<file path="src/rtl/instruction_fetch_pkg.sv">
// Shared constants and fetch-state encoding for the instruction fetch stage.
package instruction_fetch_pkg;

  localparam logic [31:0] NOP_INSTRUCTION   = 32'h0000_0000;
  localparam logic [31:0] INSTRUCTION_BYTES = 32'd4;

  typedef enum logic [1:0] {
    FETCH   = 2'd0,
    HOLD    = 2'd1,
    DISCARD = 2'd2
  } fetchState_e;

endpackage

</file>
<file path="src/rtl/program_counter.sv">
// Program counter: next-PC select (hold / +4 / redirect) and the PC register.
// The PC updates on the falling edge, like the rest of the fetch stage.
module program_counter
  import instruction_fetch_pkg::*;
#(
  parameter logic [31:0] RESET_PC = 32'h0000_0000
) (
  input  logic        clk,
  input  logic        reset,
  input  logic        advance,
  input  logic        redirect,
  input  logic [31:0] target,
  output logic [31:0] pc,
  output logic [31:0] pcPlus4,
  output logic [31:0] pcNext
);

  // Sequential increment wraps modulo 2^32; redirect wins over advance.
  always_comb begin
    pcPlus4 = pc + INSTRUCTION_BYTES;
    pcNext  = pc;
    if (redirect) begin
      pcNext = target;
    end else if (advance) begin
      pcNext = pcPlus4;
    end
  end

  // PC register with synchronous reset to the boot address.
  always_ff @(negedge clk) begin
    if (reset) begin
      pc <= RESET_PC;
    end else begin
      pc <= pcNext;
    end
  end

endmodule

</file>
<file path="src/rtl/instruction_fetch.sv">
// Instruction fetch stage: PC, request/ready fetch handshake, hold buffer for
// words that arrive while decode stalls, wrong-path discard, IF/ID register.
//
// state   | meaning
// FETCH   | request outstanding at pc (idle only in the first cycle after reset)
// HOLD    | fetched word parked in holdBuffer while IF/ID is frozen, no request
// DISCARD | stale request still in flight after a redirect; its word is dropped
module instruction_fetch
  import instruction_fetch_pkg::*;
#(
  parameter logic [31:0] RESET_PC = 32'h0000_0000
) (
  input  logic        clk,
  input  logic        reset,
  input  logic        pcWrite,
  input  logic        ifIdWrite,
  input  logic        branch,
  input  logic [31:0] branchProgramCounter,
  output logic        imemRequest,
  output logic [31:0] imemAddress,
  input  logic        imemReady,
  input  logic [31:0] imemData,
  output logic [31:0] programCounterOut,
  output logic [31:0] instruction
);

  fetchState_e state;
  fetchState_e nextState;

  logic        requestValid;
  logic [31:0] requestAddress;
  logic [31:0] holdBuffer;
  logic [31:0] ifIdPc;
  logic [31:0] ifIdInstruction;

  logic [31:0] ifIdPcNext;
  logic [31:0] ifIdInstructionNext;
  logic        loadHold;
  logic        advance;
  logic        redirect;
  logic        completes;

  logic [31:0] pc;
  logic [31:0] pcPlus4;
  logic [31:0] pcNext;

  program_counter #(
    .RESET_PC(RESET_PC)
  ) programCounter (
    .clk     (clk),
    .reset   (reset),
    .advance (advance),
    .redirect(redirect),
    .target  (branchProgramCounter),
    .pc      (pc),
    .pcPlus4 (pcPlus4),
    .pcNext  (pcNext)
  );

  assign completes         = requestValid & imemReady;
  assign imemRequest       = requestValid;
  assign imemAddress       = requestAddress;
  assign programCounterOut = ifIdPc;
  assign instruction       = ifIdInstruction;

  // Next-state, PC control and IF/ID next value; branch outranks stalls.
  always_comb begin
    nextState           = state;
    advance             = 1'b0;
    redirect            = 1'b0;
    loadHold            = 1'b0;
    ifIdPcNext          = ifIdPc;
    ifIdInstructionNext = ifIdInstruction;
    case (state)
      FETCH: begin
        if (completes) begin
          if (branch) begin
            // Word goes to IF/ID anyway; decode squashes it.
            ifIdPcNext          = pcPlus4;
            ifIdInstructionNext = imemData;
            redirect            = 1'b1;
          end else if (ifIdWrite && pcWrite) begin
            ifIdPcNext          = pcPlus4;
            ifIdInstructionNext = imemData;
            advance             = 1'b1;
          end else begin
            loadHold  = 1'b1;
            nextState = HOLD;
          end
        end else if (branch) begin
          ifIdInstructionNext = NOP_INSTRUCTION;
          redirect            = 1'b1;
          // Only a request actually in flight needs its response dropped.
          if (requestValid) begin
            nextState = DISCARD;
          end
        end else if (ifIdWrite) begin
          ifIdInstructionNext = NOP_INSTRUCTION;
        end
      end
      HOLD: begin
        if (branch) begin
          redirect  = 1'b1;
          nextState = FETCH;
        end else if (ifIdWrite && pcWrite) begin
          ifIdPcNext          = pcPlus4;
          ifIdInstructionNext = holdBuffer;
          advance             = 1'b1;
          nextState           = FETCH;
        end
      end
      DISCARD: begin
        if (branch) begin
          redirect = 1'b1;
        end
        if (ifIdWrite) begin
          ifIdInstructionNext = NOP_INSTRUCTION;
        end
        if (completes) begin
          nextState = FETCH;
        end
      end
      default: begin
        nextState = FETCH;
      end
    endcase
  end

  // State, request, hold buffer and IF/ID registers on the pipeline edge.
  always_ff @(negedge clk) begin
    if (reset) begin
      state           <= FETCH;
      requestValid    <= 1'b0;
      requestAddress  <= RESET_PC;
      holdBuffer      <= NOP_INSTRUCTION;
      ifIdPc          <= RESET_PC;
      ifIdInstruction <= NOP_INSTRUCTION;
    end else begin
      state        <= nextState;
      requestValid <= (nextState != HOLD);
      // DISCARD keeps presenting the stale address until it is acknowledged.
      if (nextState == FETCH) begin
        requestAddress <= pcNext;
      end
      if (loadHold) begin
        holdBuffer <= imemData;
      end
      ifIdPc          <= ifIdPcNext;
      ifIdInstruction <= ifIdInstructionNext;
    end
  end

endmodule

</file>
<file path="config.mk">
export PLATFORM = sky130hd
export DESIGN_NAME = instruction_fetch
export DESIGN_NICKNAME = d
export VERILOG_FILES = /design/src/rtl/instruction_fetch_pkg.sv /design/src/rtl/program_counter.sv /design/src/rtl/instruction_fetch.sv
export SDC_FILE = /design/constraint.sdc
export NUM_CORES = 1
export LEC_CHECK = 0
export ABC_AREA = 0
export ABC_CLOCK_PERIOD_IN_PS = 5600
export BUFFER_PORTS_ARGS = -buffer_cell sky130_fd_sc_hd__buf_2
export CAP_MARGIN = 10
export CORE_MARGIN = 2
export CORE_UTILIZATION = 35
export CTS_CLUSTER_DIAMETER = 30
export DETAILED_ROUTE_END_ITERATION = 12
export PLACE_DENSITY = 0.64
export SLEW_MARGIN = 20
export SYNTH_ARGS = -nofsm -noshare
export SYNTH_HDL_FRONTEND = slang
export SYNTH_SLANG_ARGS = --single-unit
</file>
<file path="constraint.sdc">
create_clock -name clk -period 5.6 [get_ports clk]
set_input_delay 0.28 -clock clk [delete_from_list [all_inputs] [get_ports clk]]
set_output_delay 0.28 -clock clk [all_outputs]
set_load 0.05 [all_outputs]
</file>
==> metrics.md, run 1 <==
| Metric | Value |
|---|---|
| Post-synth EDFFs | `0` |
| Largest net degree at the start of global routing | `71` |
| Crit path max-delay family | `simple AND/OR/NAND/NOR gates` |
| Final ANT Viol Nets | `0` |
| Yosys cell types | `45` |
| Die area | `21400 sq um` |
| Final GP Congestion | `0.842` |
| Share of power burned in registers | `0.366` |
| Net Sw Frac | `0.384` |
| First-pass GRT wire length | `34000 microns` |
| Final core utilization | `0.469` |
| Sequential area share after synthesis | `0.460` |
| CP Launch Type | `primary input` |
| Syn_area_per_cell | `8.63 sq um` |
| Post-DP HPWL | `13500 microns` |
| First drt pass iteration count | `5` |
| Crit-path cells | `buf_2, nand3b_1, nor2_1, buf_4, nand2_4, or4_4, a311oi_2, a22o_1` |
| Initial antenna violation count | `0` |
| Clk root buf | `clkbuf_16` |
| Asr flop ratio synth | `0` |
| Power per cell area | `386 nW/um^2` |
| Critical Path Stages | `8` |
| Status | `finished, final reports clean` |
| Final worst-path setup slack | `0.962 ns` |
| H-tree depth | `4` |
| Top_reg_cell synth | `dfxtp_1` |
| Multi-input logic area | `3590 sq um` |
| Post-DR wirelength/cell | `14.9 microns` |
| Setup TNS | `0 ns` |
| Combinational power share | `0.175` |
| Post-synth top cells | `dfxtp_1 (163), nor2_1 (123), nand2_1 (89)` |
| DRC | `0` |
| Worst-path fanout max | `15` |
| Core Area | `20000 sq um` |
| Final #Nets | `1195` |
| Num CTS Buffers | `17` |
| Die width | `146 microns` |
| Critical path arrival | `2.24 ns` |
| Worst Hold Class | `reg -> reg` |
| Req. time, crit path | `3.20 ns` |
| Setup Skew | `0.0242 ns` |
| Area grow syn2layout | `32.2%` |
| Worst path bufs/invs | `2` |
| Total GRT Usage | `0.195` |
| Max-slew violation count | `0` |
| Worst-path clk slew | `0.04 ns` |
| Hold Path Depth | `2` |
| Post-CTS sizing | `0` |
| Routed via count | `7052` |
| Initial Utilization | `0.354` |
| Critical Path End Type | `flip-flop` |
| Endpoints failing hold | `0` |
| P_sw | `1.39 mW` |
| Post-synth top area cell | `dfxtp_1` |
| Int Pwr | `2.23 mW` |
| Area contributors post-synth | `dfxtp_1 (46%), nor2_1 (6.5%), a22o_1 (5.2%)` |
| Row count | `52` |
| Hold Buf Count CTS | `0` |
| Top-area cell type share of the netlist area | `0.460` |
| Clock Latency Late Sink | `0.47 ns` |
| WL final | `20900 microns` |
| Max Root-Sink Buffers | `2` |
| Share of layout cells above drive strength 1 | `0.203` |
| GRT overflow | `0` |
| Slowest stage cell, crit path | `or4_4` |
| VDD IR max | `278 uV` |
| Cell with the most instances after synthesis | `dfxtp_1` |
| CTS tree | `yes` |
| Setup bufs post-CTS | `0` |
| Initial DRC Count | `435` |
| Die height | `146 microns` |
| Post-Place Worst Slack | `0.516 ns` |
| Endpoints failing setup | `0` |
| Tightest Pin Transition | `0.961 ns` |
| Post-Syn Instances | `823` |
| Slowest Stage Delay on Critical Path | `0.54 ns` |
| Register Area | `3260 sq um` |
| Vias per cell | `5.03` |
| Number of port buffers | `166` |
| Leak | `4.42 nW` |
| RSZ-0062 raised after global routing | `false` |
| Clk sinks | `163` |
| I/O pins | `167` |
| Seq cells post-synth | `163` |
| Max-Cap Viols | `0` |
| Inserted Diodes | `0` |
| Synth Cell Area | `7100 sq um` |
| Vias in the first global route | `7214` |
| Worst rel slew slack | `0.355` |
| Filler instances | `2084` |
| Clk pwr share | `0.459` |
| FF-to-FF path depth | `7` |
| Synthesized Nets | `898` |
| WS Path Type | `in -> reg` |
| Yosys warning count | `0` |
-- worst paths after layout --
| path | end | slack (ns) | from |
|---|---|---|---|
| min reg2reg | holdBuffer[3] | 0.45 | holdBuffer[3] |
| min | holdBuffer[3] | 0.45 | holdBuffer[3] |
| max | imemAddress[31] | 0.96 | branch |
| max reg2reg | imemAddress[28] | 2.91 | programCounter.pc[2] |
-- final cells by class --
type                       count  area share
inverter                       6     0.00240
sequential                   163       0.348
clock buffer                  17      0.0453
tap                          270      0.0360
timing repair buffer         183       0.102
clock inverter               178      0.0838
multi-input combinational    586       0.383
-- routing by layer --
metal  global-route usage  vias to the layer above  wire length (microns)
li1                     -                     3546                      -
met1                0.223                     3242                   9180
met2                0.303                      239                   9710
met3               0.0941                       25                   1660
met4                0.101                        0                    325
met5                    0                        -                      0
-- power groups by stage --
stage	Combinational [mW]	Clock [mW]	Sequential (mW)
6_report	0.633	1.66	1.33
5_1_grt	0.681	1.87	1.33
4_1_cts	0.639	1.73	1.33
3_5_place_dp	0.637	0.177	1.34
3_3_place_gp	0.630	0.177	1.34
2_1_floorplan	0.244	0.177	1.55
-- sequential cells by signal (all words and copies together) (netlist names) --
signal             cells
programCounterOut     32
programCounter.pc     32
imemAddress           32
holdBuffer            32
imemRequest            1
instruction           32
state                  2
-- cells by family (layout without fill, tap and decap cells) --
kind of cell / Yosys count / count (layout) / share of synthesized area
flip-flops: 163 / 163 / 0.460
XOR/XNOR: 49 / 49 / 0.0604
buffers and inverters: 74 / 384 / 0.0400
multiplexers: 7 / 7 / 0.0100
AO/OA/AOI/OAI: 199 / 199 / 0.203
adder cells (fa/ha/maj): 5 / 5 / 0.00881
AND/OR/NAND/NOR: 326 / 326 / 0.218
-- stage by stage --
step	total power [mW]	instances	hold slack [ns]	instance area (sq um)
after floorplan	1.97	823	0.437	7100
after global placement	2.15	1209	0.442	8180
after detailed placement	2.15	1209	0.447	8180
after CTS	3.69	1403	0.451	9390
after global routing	3.88	1403	0.464	9390
final	3.62	1403	0.450	9390
-- layout by cell type, fill, tap and decap left out, types with 26 or more instances in the layout --
cell	instances
inv_1	170
buf_2	165
dfxtp_1	163
nor2_1	122
nand2_1	89
a22o_1	42
a21oi_1	41
a211oi_1	38
a22oi_1	33
xnor2_1	26
-- worst register-to-register path: stages (launching register included) --
cell and delay (ns):
dfxtp_1 0.48, ha_1 0.31, inv_1 0.13, nor4_4 0.59, nand4_1 0.26, or3_1 0.36, a311oi_1 0.33, a22o_1 0.19
Power figures use the tool's default switching activity.
==> inputs of run 2 (changes only) <==
--- a/config.mk
+++ b/config.mk
@@ -5,8 +5,8 @@
 export SDC_FILE = /design/constraint.sdc
 export NUM_CORES = 1
 export LEC_CHECK = 0
-export ABC_AREA = 0
-export ABC_CLOCK_PERIOD_IN_PS = 5600
+export ABC_AREA = 1
+export ABC_CLOCK_PERIOD_IN_PS = 4600
 export BUFFER_PORTS_ARGS = -buffer_cell sky130_fd_sc_hd__buf_2
 export CAP_MARGIN = 10
 export CORE_MARGIN = 2
==> constraint.sdc (replaced) <==
create_clock -name clk -period 4.6 [get_ports clk]
set_input_delay 0.23 -clock clk [delete_from_list [all_inputs] [get_ports clk]]
set_output_delay 0.23 -clock clk [all_outputs]
set_load 0.05 [all_outputs]
==> run 2 against run 1 <==
Against the previous run: critical path depth stayed put; die area is 6.8% higher; combinational power is 29% higher; clock skew is 0.0014 ns lower; via count is 17% higher; sequential power is 21% higher; utilization is 0.14 points lower; register-to-register slack worse by 0.58 ns; design area is 5.2% higher; first-iteration DRC count is 9.9% higher; power is 21% higher; non-clock buffer count is 3 lower; critical path type unchanged; largest power group unchanged.
==> metrics.md, run 2 <==
| Metric | Value |
|---|---|
| Status | `finished, final reports clean` |
| Final core utilization | `0.467 (-0.00145)` |
| Setup bufs post-CTS | `0 (unchanged)` |
| Inserted Diodes | `0 (unchanged)` |
| Clk root buf | `clkbuf_16` |
| Setup Skew | `0.0228 ns (-0.00138 ns)` |
| Power per cell area | `445 nW/um^2 (+15%)` |
| Num CTS Buffers | `17 (unchanged)` |
| Synth Cell Area | `7600 sq um (+7.0%)` |
| Final worst-path setup slack | `0.895 ns (-0.0672 ns)` |
| Share of layout cells above drive strength 1 | `0.164 (-0.0388)` |
| Max Root-Sink Buffers | `2 (unchanged)` |
| Placed cell count | `1482 (+23%)` |
| First drt pass iteration count | `5 (unchanged)` |
| Initial DRC Count | `478 (+9.9%)` |
| I/O pins | `167 (unchanged)` |
| Setup TNS | `0 ns (unchanged)` |
| Hold Buf Count CTS | `0 (unchanged)` |
| Worst rel slew slack | `0.243 (-0.111)` |
| Die width | `151 microns (+3.3%)` |
| Die area | `22900 sq um (+6.8%)` |
| Req. time, crit path | `2.65 ns (-0.55 ns)` |
| Area contributors post-synth | `dfxtp_1 (43%), nand2_1 (9.9%), nor2_1 (8.1%)` |
| Routed via count | `8221 (+17%)` |
| Post-synth top cells | `nand2_1 (201), dfxtp_1 (163), nor2_1 (163)` |
| Worst R2R End | `instruction[6]` |
| Most frequent cells in the layout | `inv_1 (263), nand2_1 (201), buf_2 (166)` |
| P_sw | `1.74 mW (+25%)` |
| CP Launch Type | `primary input` |
| Number of port buffers | `166 (unchanged)` |
| Post-DR wirelength/cell | `14.2 microns (-4.3%)` |
| FF-to-FF Start | `state[0]` |
| Critical path arrival | `1.75 ns (-0.49 ns)` |
| Final GP Congestion | `0.863 (+2.5%)` |
| Vias per cell | `4.91 (-2.4%)` |
| Top-area cell type share of the netlist area | `0.430 (-0.0300)` |
| Area grow syn2layout | `30.1%` |
| Leak | `5.01 nW (+13%)` |
| Row count | `53 (+1.9%)` |
| Yosys warning count | `0 (unchanged)` |
| Worst Hold Class | `reg -> reg` |
| Post-synth top area cell | `dfxtp_1` |
| DRC | `0 (unchanged)` |
| Int Pwr | `2.66 mW (+19%)` |
| Post-synth EDFFs | `0 (unchanged)` |
| CTS tree | `yes` |
| Hold Path Depth | `2 (unchanged)` |
| Yosys cell types | `33 (-27%)` |
| Total GRT Usage | `0.210 (+0.0152)` |
| FF-to-FF path depth | `7 (unchanged)` |
| Syn_area_per_cell | `6.96 sq um (-19%)` |
| HP Start | `programCounter.pc[0]` |
| Endpoints failing setup | `0 (unchanged)` |
| Worst-path clk slew | `0.04 ns (about the same)` |
| VDD IR max | `235 uV (-16%)` |
| WL final | `23900 microns (+14%)` |
| Die height | `151 microns (+3.3%)` |
| Final ANT Viol Nets | `0 (unchanged)` |
| Tightest Pin Transition | `1.13 ns (+0.173 ns)` |
| Clk sinks | `163 (unchanged)` |
| Share of power burned in registers | `0.365 (about the same)` |
| Post-DP HPWL | `15300 microns (+13%)` |
| Final Non-Filler Cells | `1676 (+19%)` |
| First-pass GRT wire length | `38200 microns (+12%)` |
| Endpoints failing hold | `0 (unchanged)` |
| Net Sw Frac | `0.395 (+0.0106)` |
| Initial Utilization | `0.359 (+0.00475)` |
| RSZ-0062 raised after global routing | `false` |
| Critical Path End Type | `flip-flop` |
| Cell with the most instances after synthesis | `nand2_1` |
| Top_reg_cell synth | `dfxtp_1` |
| WS Path Type | `in -> reg` |
| Most common cell after layout, fill and taps aside | `inv_1` |
| Sequential area share after synthesis | `0.430 (-0.0300)` |
| H-tree depth | `4 (unchanged)` |
| Final #Nets | `1463 (+22%)` |
| Post-Place Worst Slack | `0.427 ns (-0.0884 ns)` |
| Max-Cap Viols | `0 (unchanged)` |
| Max-slew violation count | `0 (unchanged)` |
| Clock Latency Late Sink | `0.47 ns (about the same)` |
| Worst-path fanout max | `27 (+12)` |
| Initial antenna violation count | `1 (+1)` |
| Synthesized Nets | `1166 (+30%)` |
| Asr flop ratio synth | `0 (unchanged)` |
| Register-to-register setup slack | `2.33 ns (-0.58 ns)` |
| WHS Endpoint | `programCounterOut[0]` |
| Core Area | `21200 sq um (+5.6%)` |
| Post-Syn Instances | `1091 (+33%)` |
| GRT overflow | `0 (unchanged)` |
| Vias in the first global route | `8089 (+12%)` |
| Seq cells post-synth | `163 (unchanged)` |
| Combinational power share | `0.185 (+0.010)` |
| Clk pwr share | `0.450 (-0.009)` |
| Post-CTS sizing | `0 (unchanged)` |
| Largest net degree at the start of global routing | `82 (+15%)` |
run 2: changes by cell type after synthesis, sizes merged, moves of 46 or more:
cell   change
a21oi     +62
inv      +101
nand2    +113
nand3     +46
o21ai     +93
run 2: per-layer routing:
layer,global-route usage,wire length [microns],up-vias
li1,-,-,4176
met5,0,11,-
met1,0.251,10700,3753
met2,0.327,11200,277
met3,0.0928,1820,13
met4,0.0911,192,2
run 2: final cells by class:
class	instances	area (sq um)
multi-input combinational	755	3670
tap	275	344
timing repair buffer	180	1010
fill	2208	11300
clock inverter	178	758
inverter	108	405
sequential	163	3260
clock buffer	17	425
run 2: kinds of logic (layout without fill, tap and decap cells):
logic type,after synthesis,count (layout),share of synthesized area
simple gates,479,479,0.265
compound gates,264,264,0.198
buf+inv,173,483,0.0904
flops,163,163,0.430
xor+xnor,7,7,0.00807
fa+ha+maj,5,5,0.00824
run 2: power by group through the flow:
| stage | registers (mW) | logic [mW] | clock network [mW] |
|---|---|---|---|
| floorplan | 1.87 | 0.328 | 0.215 |
| global placement | 1.63 | 0.806 | 0.215 |
| detailed placement | 1.62 | 0.814 | 0.215 |
| CTS | 1.61 | 0.817 | 2.05 |
| global route | 1.62 | 0.884 | 2.22 |
| finish | 1.61 | 0.814 | 1.98 |
run 2: how the worst max path moves through the flow:
stage / from / end / slack [ns] / cells past startpoint
after floorplan: imemReady / programCounterOut[17] / 0.92 / 11
after global placement: ifIdWrite / imemAddress[2] / 0.45 / 8
after detailed placement: ifIdWrite / imemAddress[2] / 0.43 / 8
after CTS: imemAddress[12] / imemAddress[12] / 0.88 / 1
after global routing: ifIdWrite / imemAddress[2] / 0.74 / 8
final: ifIdWrite / imemAddress[2] / 0.90 / 8
run 2: metrics by stage:
stage | hold WS, ns | area, sq um | power [mW]
2_1_floorplan | 0.430 | 7600 | 2.41
3_3_place_gp | 0.441 | 8700 | 2.65
3_5_place_dp | 0.443 | 8700 | 2.65
4_1_cts | 0.448 | 9880 | 4.48
5_1_grt | 0.481 | 9880 | 4.72
6_report | 0.445 | 9880 | 4.40
run 2: critical path: stages:
cell	delay, ns
buf_2	0.11
nand2_1	0.13
nor2_1	0.27
nand2_2	0.11
inv_2	0.41
nor3_1	0.12
nor3_1	0.27
nor2_1	0.08
==> inputs of run 3 (changes only) <==
--- a/config.mk
+++ b/config.mk
@@ -5,15 +5,15 @@
 export SDC_FILE = /design/constraint.sdc
 export NUM_CORES = 1
 export LEC_CHECK = 0
-export ABC_AREA = 1
-export ABC_CLOCK_PERIOD_IN_PS = 4600
+export ABC_AREA = 0
+export ABC_CLOCK_PERIOD_IN_PS = 3050
 export BUFFER_PORTS_ARGS = -buffer_cell sky130_fd_sc_hd__buf_2
 export CAP_MARGIN = 10
 export CORE_MARGIN = 2
 export CORE_UTILIZATION = 35
 export CTS_CLUSTER_DIAMETER = 30
 export DETAILED_ROUTE_END_ITERATION = 12
-export PLACE_DENSITY = 0.64
+export PLACE_DENSITY = 0.66
 export SLEW_MARGIN = 20
 export SYNTH_ARGS = -nofsm -noshare
 export SYNTH_HDL_FRONTEND = slang
==> constraint.sdc (replaced) <==
create_clock -name clk -period 3.05 [get_ports clk]
set_input_delay 0.1525 -clock clk [delete_from_list [all_inputs] [get_ports clk]]
set_output_delay 0.1525 -clock clk [all_outputs]
set_load 0.05 [all_outputs]
==> run 3 against run 2 <==
Against the previous run: register-to-register slack worse by 1.7 ns; sequential share of layout area fell by 0.17 points; design area is 0.52% higher; utilization grew 2.9 points; sequential cell count stayed put; largest power group unchanged.
==> metrics.md, run 3 (synthesis results as in run 1) <==
| Metric | Value |
|---|---|
| Status | `finished, final reports clean` |
| Worst R2R End | `imemAddress[28]` |
| Int Pwr | `4.23 mW (+59%)` |
| CTS tree | `yes` |
| VDD IR max | `376 uV (+60%)` |
| WHS Endpoint | `holdBuffer[22]` |
| Max-slew violation count | `0 (unchanged)` |
| FF-to-FF Start | `programCounter.pc[3]` |
| Post-DP HPWL | `14100 microns (-8.0%)` |
| Critical Path End Type | `flip-flop` |
| Final Power | `6.77 mW (+54%)` |
| FF-to-FF path depth | `7 (unchanged)` |
| H-tree depth | `4 (unchanged)` |
| Endpoints failing setup | `0 (unchanged)` |
| Share of layout cells above drive strength 1 | `0.244 (+0.0803)` |
| Share of power burned in registers | `0.360 (-0.005)` |
| Initial antenna violation count | `1 (unchanged)` |
| Die area | `21400 sq um (-6.4%)` |
| Hold Buf Count CTS | `0 (unchanged)` |
| Hold Path Depth | `2 (unchanged)` |
| Initial Utilization | `0.354 (-0.00475)` |
| WL final | `21400 microns (-10%)` |
| Tightest Pin Transition | `0.655 ns (-0.479 ns)` |
| Die height | `146 microns (-3.2%)` |
| Post-DR wirelength/cell | `14.9 microns (+4.5%)` |
| RSZ-0062 raised after global routing | `true` |
| Final GP Congestion | `0.857 (-0.70%)` |
| Routed via count | `7252 (-12%)` |
| Placed Area | `8650 sq um (-0.56%)` |
| Initial DRC Count | `376 (-21%)` |
| GRT overflow | `0 (unchanged)` |
| Most common cell after layout, fill and taps aside | `inv_1` |
| Power per cell area | `681 nW/um^2 (+53%)` |
| Max-Cap Viols | `0 (unchanged)` |
| Core Area | `20000 sq um (-5.3%)` |
| Vias in the first global route | `7269 (-10%)` |
| Placed cell count | `1239 (-16%)` |
| Row count | `52 (-1.9%)` |
| Leak | `4.69 nW (-6.3%)` |
| WS Path Type | `in -> reg` |
| Final #Nets | `1229 (-16%)` |
| Most frequent cells in the layout | `inv_1 (169), buf_2 (164), dfxtp_1 (163)` |
| Net Sw Frac | `0.374 (-0.0205)` |
| Num CTS Buffers | `17 (unchanged)` |
| Clk sinks | `163 (unchanged)` |
| DRC | `0 (unchanged)` |
| Number of port buffers | `166 (unchanged)` |
| Total GRT Usage | `0.199 (-0.0111)` |
| Worst-path fanout max | `8 (-70%)` |
| Final core utilization | `0.496 (+0.0285)` |
| Clk root buf | `clkbuf_16` |
| Area grow syn2layout | `39.9%` |
| Die width | `146 microns (-3.2%)` |
| First-pass GRT wire length | `34700 microns (-9.0%)` |
| Req. time, crit path | `1.91 ns (-0.74 ns)` |
| First drt pass iteration count | `7 (+2)` |
| Register-to-register setup slack | `0.61 ns (-1.72 ns)` |
| Worst rel slew slack | `0.560 (+0.317)` |
| HP Start | `holdBuffer[22]` |
| Max Root-Sink Buffers | `2 (unchanged)` |
| Worst-path clk slew | `0.03 ns (about the same)` |
| Setup Skew | `0.0194 ns (-0.00342 ns)` |
| CP Launch Type | `primary input` |
| Endpoints failing hold | `0 (unchanged)` |
| Largest net degree at the start of global routing | `109 (+33%)` |
| Worst Hold Class | `reg -> reg` |
| I/O pins | `167 (unchanged)` |
| Post-Place Worst Slack | `-0.623 ns (-1.05 ns)` |
| Vias per cell | `5.05 (+2.9%)` |
| Clk pwr share | `0.453 (+0.003)` |
| Clock Latency Late Sink | `0.47 ns (about the same)` |
| Final worst-path setup slack | `0.0209 ns (-0.874 ns)` |
| Critical path arrival | `1.89 ns (+0.14 ns)` |
| Finished Cell Area | `9930 sq um (+0.52%)` |
| Combinational power share | `0.188 (+0.003)` |
| Final ANT Viol Nets | `0 (unchanged)` |
| P_sw | `2.53 mW (+46%)` |
| Final Non-Filler Cells | `1437 (-14%)` |
-- run 3: cell types whose count changed in the layout (fill, tap and decap cells not counted), sizes merged, moves of 39 or more --
cell	previous run	this run
a22o	0	42
inv	281	178
a211oi	1	40
nand2	203	90
a21oi	103	41
nand3	67	21
nor2	165	123
o21ai	106	13
-- run 3: metal layers --
layer,wire length [microns],track usage,up-vias
met2,10300,0.312,277
met1,8820,0.225,3338
met4,510,0.122,0
met3,1760,0.0863,33
met5,0,0,-
li1,-,-,3604
-- run 3: how the worst max path moves through the flow --
stage | startpoint | endpoint | slack, ns | cells after the start
detailed placement | ifIdWrite | imemAddress[31] | -0.62 | 7
floorplan | branch | imemAddress[28] | -0.22 | 7
CTS | branch | imemAddress[20] | 0.06 | 9
finish | branch | imemAddress[28] | 0.02 | 8
global route | branch | imemAddress[1] | -0.01 | 9
global placement | ifIdWrite | imemAddress[9] | -0.76 | 8
-- run 3: final cells by class --
type	instances	area, sq um
Timing Repair Buffer	216	1320
Clock inverter	177	783
Fill cell	2019	10100
Antenna cell	1	2.50
Clock buffer	17	425
Inverter	6	22.5
Multi-Input combinational cell	587	3770
Sequential cell	163	3260
Tap cell	270	338
-- run 3: through the flow --
stage	hold slack, ns	setup TNS (ns)
after CTS	0.452	0
after floorplan	0.437	-7.64
after global placement	0.442	-36.62
final	0.450	0
after global routing	0.468	-0.0319
after detailed placement	0.446	-33.99
-- run 3: worst max-delay path: stages --
cell and delay [ns]:
buf_2 0.12, buf_4 0.16, nand3b_1 0.15, buf_4 0.17, or2_4 0.28, or3_1 0.39
a311oi_2 0.29, a22o_1 0.18
-- run 3: power by group through the flow --
stage          clock [mW]  combinational, mW  sequential [mW]
5_1_grt              3.44               1.35             2.45
6_report             3.06               1.27             2.43
4_1_cts              3.18               1.27             2.43
2_1_floorplan       0.325              0.486             2.85
3_5_place_dp        0.325               1.26             2.46
3_3_place_gp        0.325               1.24             2.46
-- run 3: what timing repair did --
item	in CTS	in global routing
gates resized for setup	3	6
setup buffers	2	1
pin swaps	0	2
cloned	1	0
endpoints found under the setup margin	15	13
